--- config.mk ---
export PLATFORM = sky130hd
export DESIGN_NAME = imm_extend_pipe
export DESIGN_NICKNAME = d
export VERILOG_FILES = /design/src/rtl/imm_extend_pipe.sv
export SDC_FILE = /design/constraint.sdc
export NUM_CORES = 1
export LEC_CHECK = 0
export BUFFER_PORTS_ARGS = -buffer_cell sky130_fd_sc_hd__buf_4
export CORE_ASPECT_RATIO = 0.75
export CORE_MARGIN = 2
export CORE_UTILIZATION = 35
export CTS_CLUSTER_SIZE = 12
export DETAILED_ROUTE_END_ITERATION = 16
export PLACE_DENSITY = 0.56
export SLEW_MARGIN = 20
export SYNTH_ARGS = -nofsm -noshare
export SYNTH_HDL_FRONTEND = slang
export SYNTH_SLANG_ARGS = --single-unit
--- constraint.sdc ---
create_clock -name clk -period 3.8 [get_ports clk]
set_clock_uncertainty 0.2 [all_clocks]
set_input_delay 0.76 -clock clk [delete_from_list [all_inputs] [get_ports clk]]
set_output_delay 0.76 -clock clk [all_outputs]
set_load 0.02 [all_outputs]
--- src/rtl/imm_extend_pipe.sv ---
// Multi-mode immediate extender (sign/zero/upper/branch), registered behind a 2-entry skid buffer.
// Latency 1 cycle when empty; in_ready is registered (~skid valid). Optional out_trunc via IMM_EXTEND_PIPE_OVF_EN.
module imm_extend_pipe #(
  parameter int IN_W  = 16,
  parameter int OUT_W = 32
) (
  input  logic             clk,
  input  logic             reset,
  input  logic             flush,
  input  logic             in_valid,
  output logic             in_ready,
  input  logic [IN_W-1:0]  in_imm,
  input  logic [1:0]       in_mode,
  output logic             out_valid,
  input  logic             out_ready,
  output logic [OUT_W-1:0] out_data,
  output logic [1:0]       out_mode
`ifdef IMM_EXTEND_PIPE_OVF_EN
  ,
  output logic             out_trunc
`endif
);

  typedef struct packed {
`ifdef IMM_EXTEND_PIPE_OVF_EN
    logic             trunc;
`endif
    logic [1:0]       mode;
    logic [OUT_W-1:0] data;
  } ent_t;

  ent_t             new_ent;
  ent_t             out_q, out_d;
  ent_t             skid_q, skid_d;
  logic             out_vld_q, out_vld_d;
  logic             skid_vld_q, skid_vld_d;
  logic             rdy_q, rdy_d;
  logic [OUT_W-1:0] sext;
  logic             in_fire;
  logic             out_fire;

`ifdef IMM_EXTEND_PIPE_OVF_EN
  // A branch offset loses information when its scaled value no longer fits IN_W signed bits.
  logic br_lost;
  if (IN_W > 2) begin : g_br_wide
    assign br_lost = (in_imm[IN_W-1] != in_imm[IN_W-3]) || (in_imm[IN_W-2] != in_imm[IN_W-3]);
  end else begin : g_br_narrow
    assign br_lost = |in_imm;
  end
`endif

  always_comb begin
    sext         = {{(OUT_W-IN_W){in_imm[IN_W-1]}}, in_imm};
    new_ent      = '0;
    new_ent.mode = in_mode;
    case (in_mode)
      2'b00:   new_ent.data = sext;
      2'b01:   new_ent.data = {{(OUT_W-IN_W){1'b0}}, in_imm};
      2'b10:   new_ent.data = {in_imm, {(OUT_W-IN_W){1'b0}}};
      default: new_ent.data = sext << 2;
    endcase
`ifdef IMM_EXTEND_PIPE_OVF_EN
    // The upper placement is exactly OUT_W wide, so only branch mode can lose bits.
    new_ent.trunc = (in_mode == 2'b11) && br_lost;
`endif
  end

  assign in_fire  = in_valid && rdy_q && !flush;
  assign out_fire = out_vld_q && out_ready;

  always_comb begin
    out_d      = out_q;
    skid_d     = skid_q;
    out_vld_d  = out_vld_q;
    skid_vld_d = skid_vld_q;
    if (flush) begin
      out_vld_d  = 1'b0;
      skid_vld_d = 1'b0;
    end else if (skid_vld_q) begin
      if (out_fire) begin
        out_d      = skid_q;
        skid_vld_d = 1'b0;
      end
    end else if (out_vld_q) begin
      if (in_fire && !out_fire) begin
        skid_d     = new_ent;
        skid_vld_d = 1'b1;
      end else if (in_fire) begin
        out_d = new_ent;
      end else if (out_fire) begin
        out_vld_d = 1'b0;
      end
    end else if (in_fire) begin
      out_d     = new_ent;
      out_vld_d = 1'b1;
    end
    rdy_d = !skid_vld_d;
  end

  always_ff @(posedge clk or posedge reset) begin
    if (reset) begin
      out_q      <= '0;
      skid_q     <= '0;
      out_vld_q  <= 1'b0;
      skid_vld_q <= 1'b0;
      rdy_q      <= 1'b0;
    end else begin
      out_q      <= out_d;
      skid_q     <= skid_d;
      out_vld_q  <= out_vld_d;
      skid_vld_q <= skid_vld_d;
      rdy_q      <= rdy_d;
    end
  end

  assign in_ready  = rdy_q;
  assign out_valid = out_vld_q;
  assign out_data  = out_q.data;
  assign out_mode  = out_q.mode;
`ifdef IMM_EXTEND_PIPE_OVF_EN
  assign out_trunc = out_q.trunc;
`endif

endmodule

==> results of run 1 <==
[cell usage after synthesis, types with 11 or more instances]
cell	n	area, um2
clkbuf_1	11	41.3
a221o_1	15	150
nand2b_1	16	100
a21oi_1	17	85.1
dfrtp_1	71	1780
nor2_1	15	56.3
mux2_2	22	248
mux2i_1	32	320
inv_1	36	135
o31a_1	14	123
mux2_4	30	450
and3_1	14	87.6
nor2b_1	15	93.8
[final timing paths]
check                              end        from  depth (start not counted)
max in group asynchronous   skid_q[19]       reset                          3
setup / recovery            skid_q[14]  skid_vld_q                          5
setup reg to reg            skid_q[14]  skid_vld_q                          5
hold / removal             out_data[6]       reset                          2
min in group clk            skid_q[32]  skid_q[32]                          1
hold reg to reg             skid_q[32]  skid_q[32]                          1
[per-layer routing]
metal / up-vias / wire length, um / global-route usage (%) / part of all wire [%]
met2: 82 / 3890 / 23.6 / 44
li1: 1293 / - / - / -
met4: 0 / 95 / 3.85 / 1.1
met3: 8 / 437 / 4.28 / 4.9
met5: - / 0 / 0 / 0
met1: 1275 / 4520 / 22.8 / 51
[kinds of logic (layout without fill, tap and decap cells)]
family | after synthesis | in the layout | synth area share [%]
multiplexers | 84 | 84 | 25.8
AO/OA/AOI/OAI | 53 | 53 | 10.7
buffers and inverters | 63 | 117 | 8.07
flip-flops | 71 | 71 | 45.0
AND/OR/NAND/NOR | 69 | 69 | 10.5
[cell type report]
cell class	count	area, um2
flip-flops and latches	71	1780
clock buffers	10	239
well taps	140	175
fillers	1036	6200
multi-input cells	206	1860
inverters	36	135
clock inverters	6	108
repair buffers	65	488
[power breakdown]
group / internal [mW] / switching (mW) / total, mW
Sequential: 0.990 / 0.127 / 1.12
Clock: 0.656 / 0.320 / 0.976
Combinational: 0.419 / 0.392 / 0.811
[metrics by stage]
step,utilization (%),cells
3_5_place_dp,40.4,518
4_1_cts,43.6,534
6_report,43.6,534
2_1_floorplan,-,340
5_1_grt,43.6,534
3_3_place_gp,40.4,518
[state kept, by name, indices dropped and copies added (netlist names)]
name and count:
skid_q 34, out_data 32, out_mode 2, in_ready 1, out_valid 1, skid_vld_q 1
[worst register-to-register path, stage by stage, from the launching register on]
cell      delay [ps]
dfrtp_1          430
nand3b_1         280
nor4b_2          290
buf_4            330
buf_4            400
mux2i_1          260
==> flow_summary.json, run 1 <==
{
  "status": "finished clean",
  "slew-limit-headroom_pct": 32.4,
  "via_per_inst": 4.98,
  "peakVddDrop_uv": 325,
  "die_x_um": 127,
  "postCtsSetupBuffers": 0,
  "gp_congestion": 0.744,
  "min_period_over_period_pct": 59.7,
  "grt_max_degree": 51,
  "cts.path.max_buffers": 2,
  "cts_tree": "done",
  "via_count": 2658,
  "syn_nets": 363,
  "setup_tns_ps": 0,
  "leakage_nw": 2.21,
  "fmax_mhz": 441,
  "crit_chain": "nand3b_1, nor4b_2, buf_4, buf_4, mux2i_1",
  "async_reset_ff_share_pct": 100,
  "finish.instance_area_mm2": 0.00478,
  "cts.clk_slew.worst_paths_ps": 60,
  "post_dp_cell_area_mm2": 0.00444,
  "final_nets": 412,
  "antenna_found_initial": 0,
  "grt_pass1_wl_mm": 14.8,
  "clock-sinks": 71,
  "setup_slack_ps": 1530,
  "syn_avg_cell_area_um2": 11.6,
  "io_buffers": 58,
  "cp_slowest_cell": "dfrtp_1",
  "core.rowCount": 33,
  "ys_ff_latch": 71,
  "max_stage_delay_ps": 430,
  "cts_made_buffers": 9,
  "critical_path_buf_inv_count": 2,
  "min_path_type": "primary input to async pin",
  "worst_hold_slack_ps": 281,
  "critPathLaunchType": "register",
  "ys_warn_count": 0,
  "io_pins": 59,
  "drive_gt1_share_pct": 35.5,
  "dieArea_mm2": 0.0122,
  "synth_edf_count": 0,
  "cp-end-kind": "register",
  "die_h_um": 96.0,
  "fin_crit_ps": 2270,
  "htree_levels": 3,
  "worst-path-max-fanout": 19,
  "setup_viol": 0,
  "drv_cap": 0,
  "layout_commonest_cell": "dfrtp_1",
  "ys_seq_area_share_pct": 45.0,
  "n_antenna_cell": 0,
  "cts_hold_buf": 0,
  "clk_latency_ps": 330,
  "synth_ff_type": "dfrtp_1",
  "crit_top_cell": "buf_4",
  "postCtsResizedCells": 0,
  "critPathArrivalTime_ps": 2320,
  "totalPowerFinal_mw": 2.90,
  "cts_root_buf": "clkbuf_16",
  "place_ws_ps": 1230,
  "slew_violations": 0,
  "hold_viol_final": 0,
  "cpLargestDelayFamily": "buffers and inverters",
  "core_mm2": 0.0110,
  "first_iter_violations": 115,
  "hpwl_mm": 6.03,
  "worstMarginPinSlew_ps": 1010,
  "postRouteAntennaNets": 0,
  "grt_pass1_vias": 2739,
  "syn_inst": 340,
  "firstDrtPassIters": 4,
  "synthesis.area_mm2": 0.00395,
  "r2r_slack_ps": 1530,
  "grt_usage_pct": 15.8,
  "wl_per_cell_um": 16.8,
  "gr-total-overflow": 0,
  "wl_mm": 8.95,
  "p_per_area_mw_per_mm2": 607,
  "synth_cell_types": 29,
  "criticalPathCategory": "register to register",
  "start_util_pct": 36.0,
  "route.detailed.drc": 0,
  "syn_to_final_growth_pct": 21.1,
  "worstPathRequired_ps": 3860,
  "rsz0062_at_grt": "no",
  "final_cell_mix": "dfrtp_1, buf_4, inv_1"
}
No activity file was read; power rests on OpenSTA's default activity.
==> run 2, diff against run 1 <==
--- a/config.mk
+++ b/config.mk
@@ -11,7 +11,7 @@
 export CORE_UTILIZATION = 35
 export CTS_CLUSTER_SIZE = 12
 export DETAILED_ROUTE_END_ITERATION = 16
-export PLACE_DENSITY = 0.56
+export PLACE_DENSITY = 0.58
 export SLEW_MARGIN = 20
 export SYNTH_ARGS = -nofsm -noshare
 export SYNTH_HDL_FRONTEND = slang
==> constraint.sdc (replaced) <==
create_clock -name clk -period 2 [get_ports clk]
set_clock_uncertainty 0.2 [all_clocks]
set_input_delay 0.4 -clock clk [delete_from_list [all_inputs] [get_ports clk]]
set_output_delay 0.4 -clock clk [all_outputs]
set_load 0.02 [all_outputs]
==> run 2 against run 1 <==
  * Sequential power rose by 91%
  * First-iteration DRC count rose by 38%
  * Critical path depth stayed put
  * Die area is the same
  * Via count grew 4.8%
  * Register-to-register slack lost 1500 ps
  * Cell area rose by 3.9%
  * Hold slack got worse by 210 ps
  * Maximum frequency increased by 14%
  * Worst setup slack got worse by 1500 ps
  * Clock-buffer cell count increased by 3
  * Largest cell class unchanged
  * Combinational power rose by 100%
==> flow_summary.json, run 2 (synthesis results as in run 1) <==
{
  "top_register": "skid_q",
  "totalPowerFinal_mw": 5.22,
  "core_mm2": 0.0110,
  "p_sw_mw": 1.59,
  "worstPathRequired_ps": 2020,
  "hpwl_mm": 6.58,
  "layout_commonest_cell": "buf_4",
  "dp_cells": 531,
  "comb_power_share_pct": 31.0,
  "drive_gt1_share_pct": 38.0,
  "postRouteAntennaNets": 0,
  "io_pins": 59,
  "internal_power_mw": 3.63,
  "gr-total-overflow": 0,
  "hold_viol_final": 0,
  "finish.instance_area_mm2": 0.00497,
  "fillers": 1050,
  "slew-limit-headroom_pct": 74.2,
  "antenna_found_initial": 0,
  "wl_mm": 9.50,
  "firstDrtPassIters": 4,
  "rsz0062_at_grt": "yes",
  "clk_latency_ps": 330,
  "largest_reg_flops": 34,
  "worst-path-max-fanout": 11,
  "gp_congestion": 0.794,
  "worstMarginPinSlew_ps": 386,
  "grt_pass1_vias": 2753,
  "drv_cap": 0,
  "n_antenna_cell": 0,
  "cp-end-kind": "register",
  "die_h_um": 96.0,
  "post_dp_cell_area_mm2": 0.00460,
  "criticalPathCategory": "register to register",
  "p_clk_share_pct": 28.1,
  "place_ws_ps": -26.5,
  "setup_slack_ps": 7.44,
  "fin_util_pct": 45.3,
  "route.detailed.drc": 0,
  "ff_latch_area_mm2": 0.00178,
  "start_util_pct": 36.0,
  "grt_usage_pct": 16.3,
  "slew_violations": 0,
  "cts_tree": "done",
  "cts.path.max_buffers": 2,
  "die_x_um": 127,
  "critPathArrivalTime_ps": 2010,
  "clock-sinks": 71,
  "setup_viol": 0,
  "multi_input_area_mm2": 0.00187,
  "leakage_nw": 2.31,
  "htree_levels": 3,
  "min_period_over_period_pct": 99.6,
  "wl_per_cell_um": 17.2,
  "dieArea_mm2": 0.0122,
  "core.rowCount": 33,
  "first_iter_violations": 159,
  "final_cell_mix": "buf_4, dfrtp_1, inv_1",
  "via_count": 2786,
  "finalNonFillerCells": 551,
  "fmax_mhz": 502,
  "via_per_inst": 5.06,
  "cts.clk_slew.worst_paths_ps": 50,
  "cts_root_buf": "clkbuf_16",
  "io_buffers": 58,
  "critPathLaunchType": "register",
  "p_per_area_mw_per_mm2": 1050,
  "p_seq_share_pct": 40.9,
  "min_path_type": "primary input to register",
  "grt_max_degree": 32,
  "syn_to_final_growth_pct": 25.8,
  "peakVddDrop_uv": 565,
  "cts_made_buffers": 9,
  "status": "finished clean",
  "switching_share_pct": 30.5,
  "final_nets": 431,
  "grt_pass1_wl_mm": 15.1,
  "fin_crit_ps": 1990
}
run 2: cell count changes in the layout (fill, tap and decap cells not counted), moves of 2 or more:
cell	before	now
buf_4	65	74
mux2i_1	32	30
mux2i_2	0	2
bufinv_16	3	0
clkbuf_1	0	2
buf_12	0	7
run 2: critical path: stages (launching register included):
cell and delay, ps:
dfrtp_1 420, nand3b_1 280, a221oi_4 300, buf_4 190, clkbuf_16 180, mux2_4 300
run 2: path summary, 6_finish.rpt:
check	slack, ps	depth (start not counted)	to	start
min in group asynchronous	420	3	out_data[14]	reset
min	70	2	out_valid	flush
max in group asynchronous	680	4	skid_q[0]	reset
max reg2reg	7	5	out_data[17]	skid_vld_q
max	7	5	out_data[17]	skid_vld_q
min reg2reg	310	1	out_mode[0]	out_mode[0]
run 2: repair_timing:
action	in CTS	in global routing
hold buffers	1	0
endpoints found under the hold margin	13	0
setup buffers	0	4
resized for setup	0	7
setup endpoints to repair	0	23
run 2: power groups by stage:
stage                     clock [mW]  combinational (mW)  sequential, mW
final                           1.47                1.62            2.14
after floorplan                    0               0.786            2.35
after detailed placement           0                1.59            2.16
after CTS                       1.52                1.60            2.14
after global routing            1.57                1.76            2.20
after global placement             0                1.56            2.14
run 2: through the flow:
stage	setup TNS [ps]	hold WS (ps)
detailed placement	-61.5	216
finish	0	74.8
floorplan	0	263
global placement	-28.0	214
CTS	0	59.2
global route	-650	70.8
run 2: metal layers:
metal | vias up | part of all wire [%] | track usage (%)
met5 | - | 0 | 0
met4 | 0 | 1.2 | 4.76
met3 | 11 | 4.3 | 4.78
met2 | 59 | 44 | 24.8
met1 | 1400 | 50 | 22.8
li1 | 1316 | - | -
run 2: area by class of cell:
type | instances | share of cell area, %
Multi-Input combinational cell | 206 | 37.7
Sequential cell | 71 | 35.7
Timing Repair Buffer | 84 | 14.9
Clock buffer | 13 | 5.23
Tap cell | 140 | 3.52
Inverter | 36 | 2.79
Clock inverter | 1 | 0.101
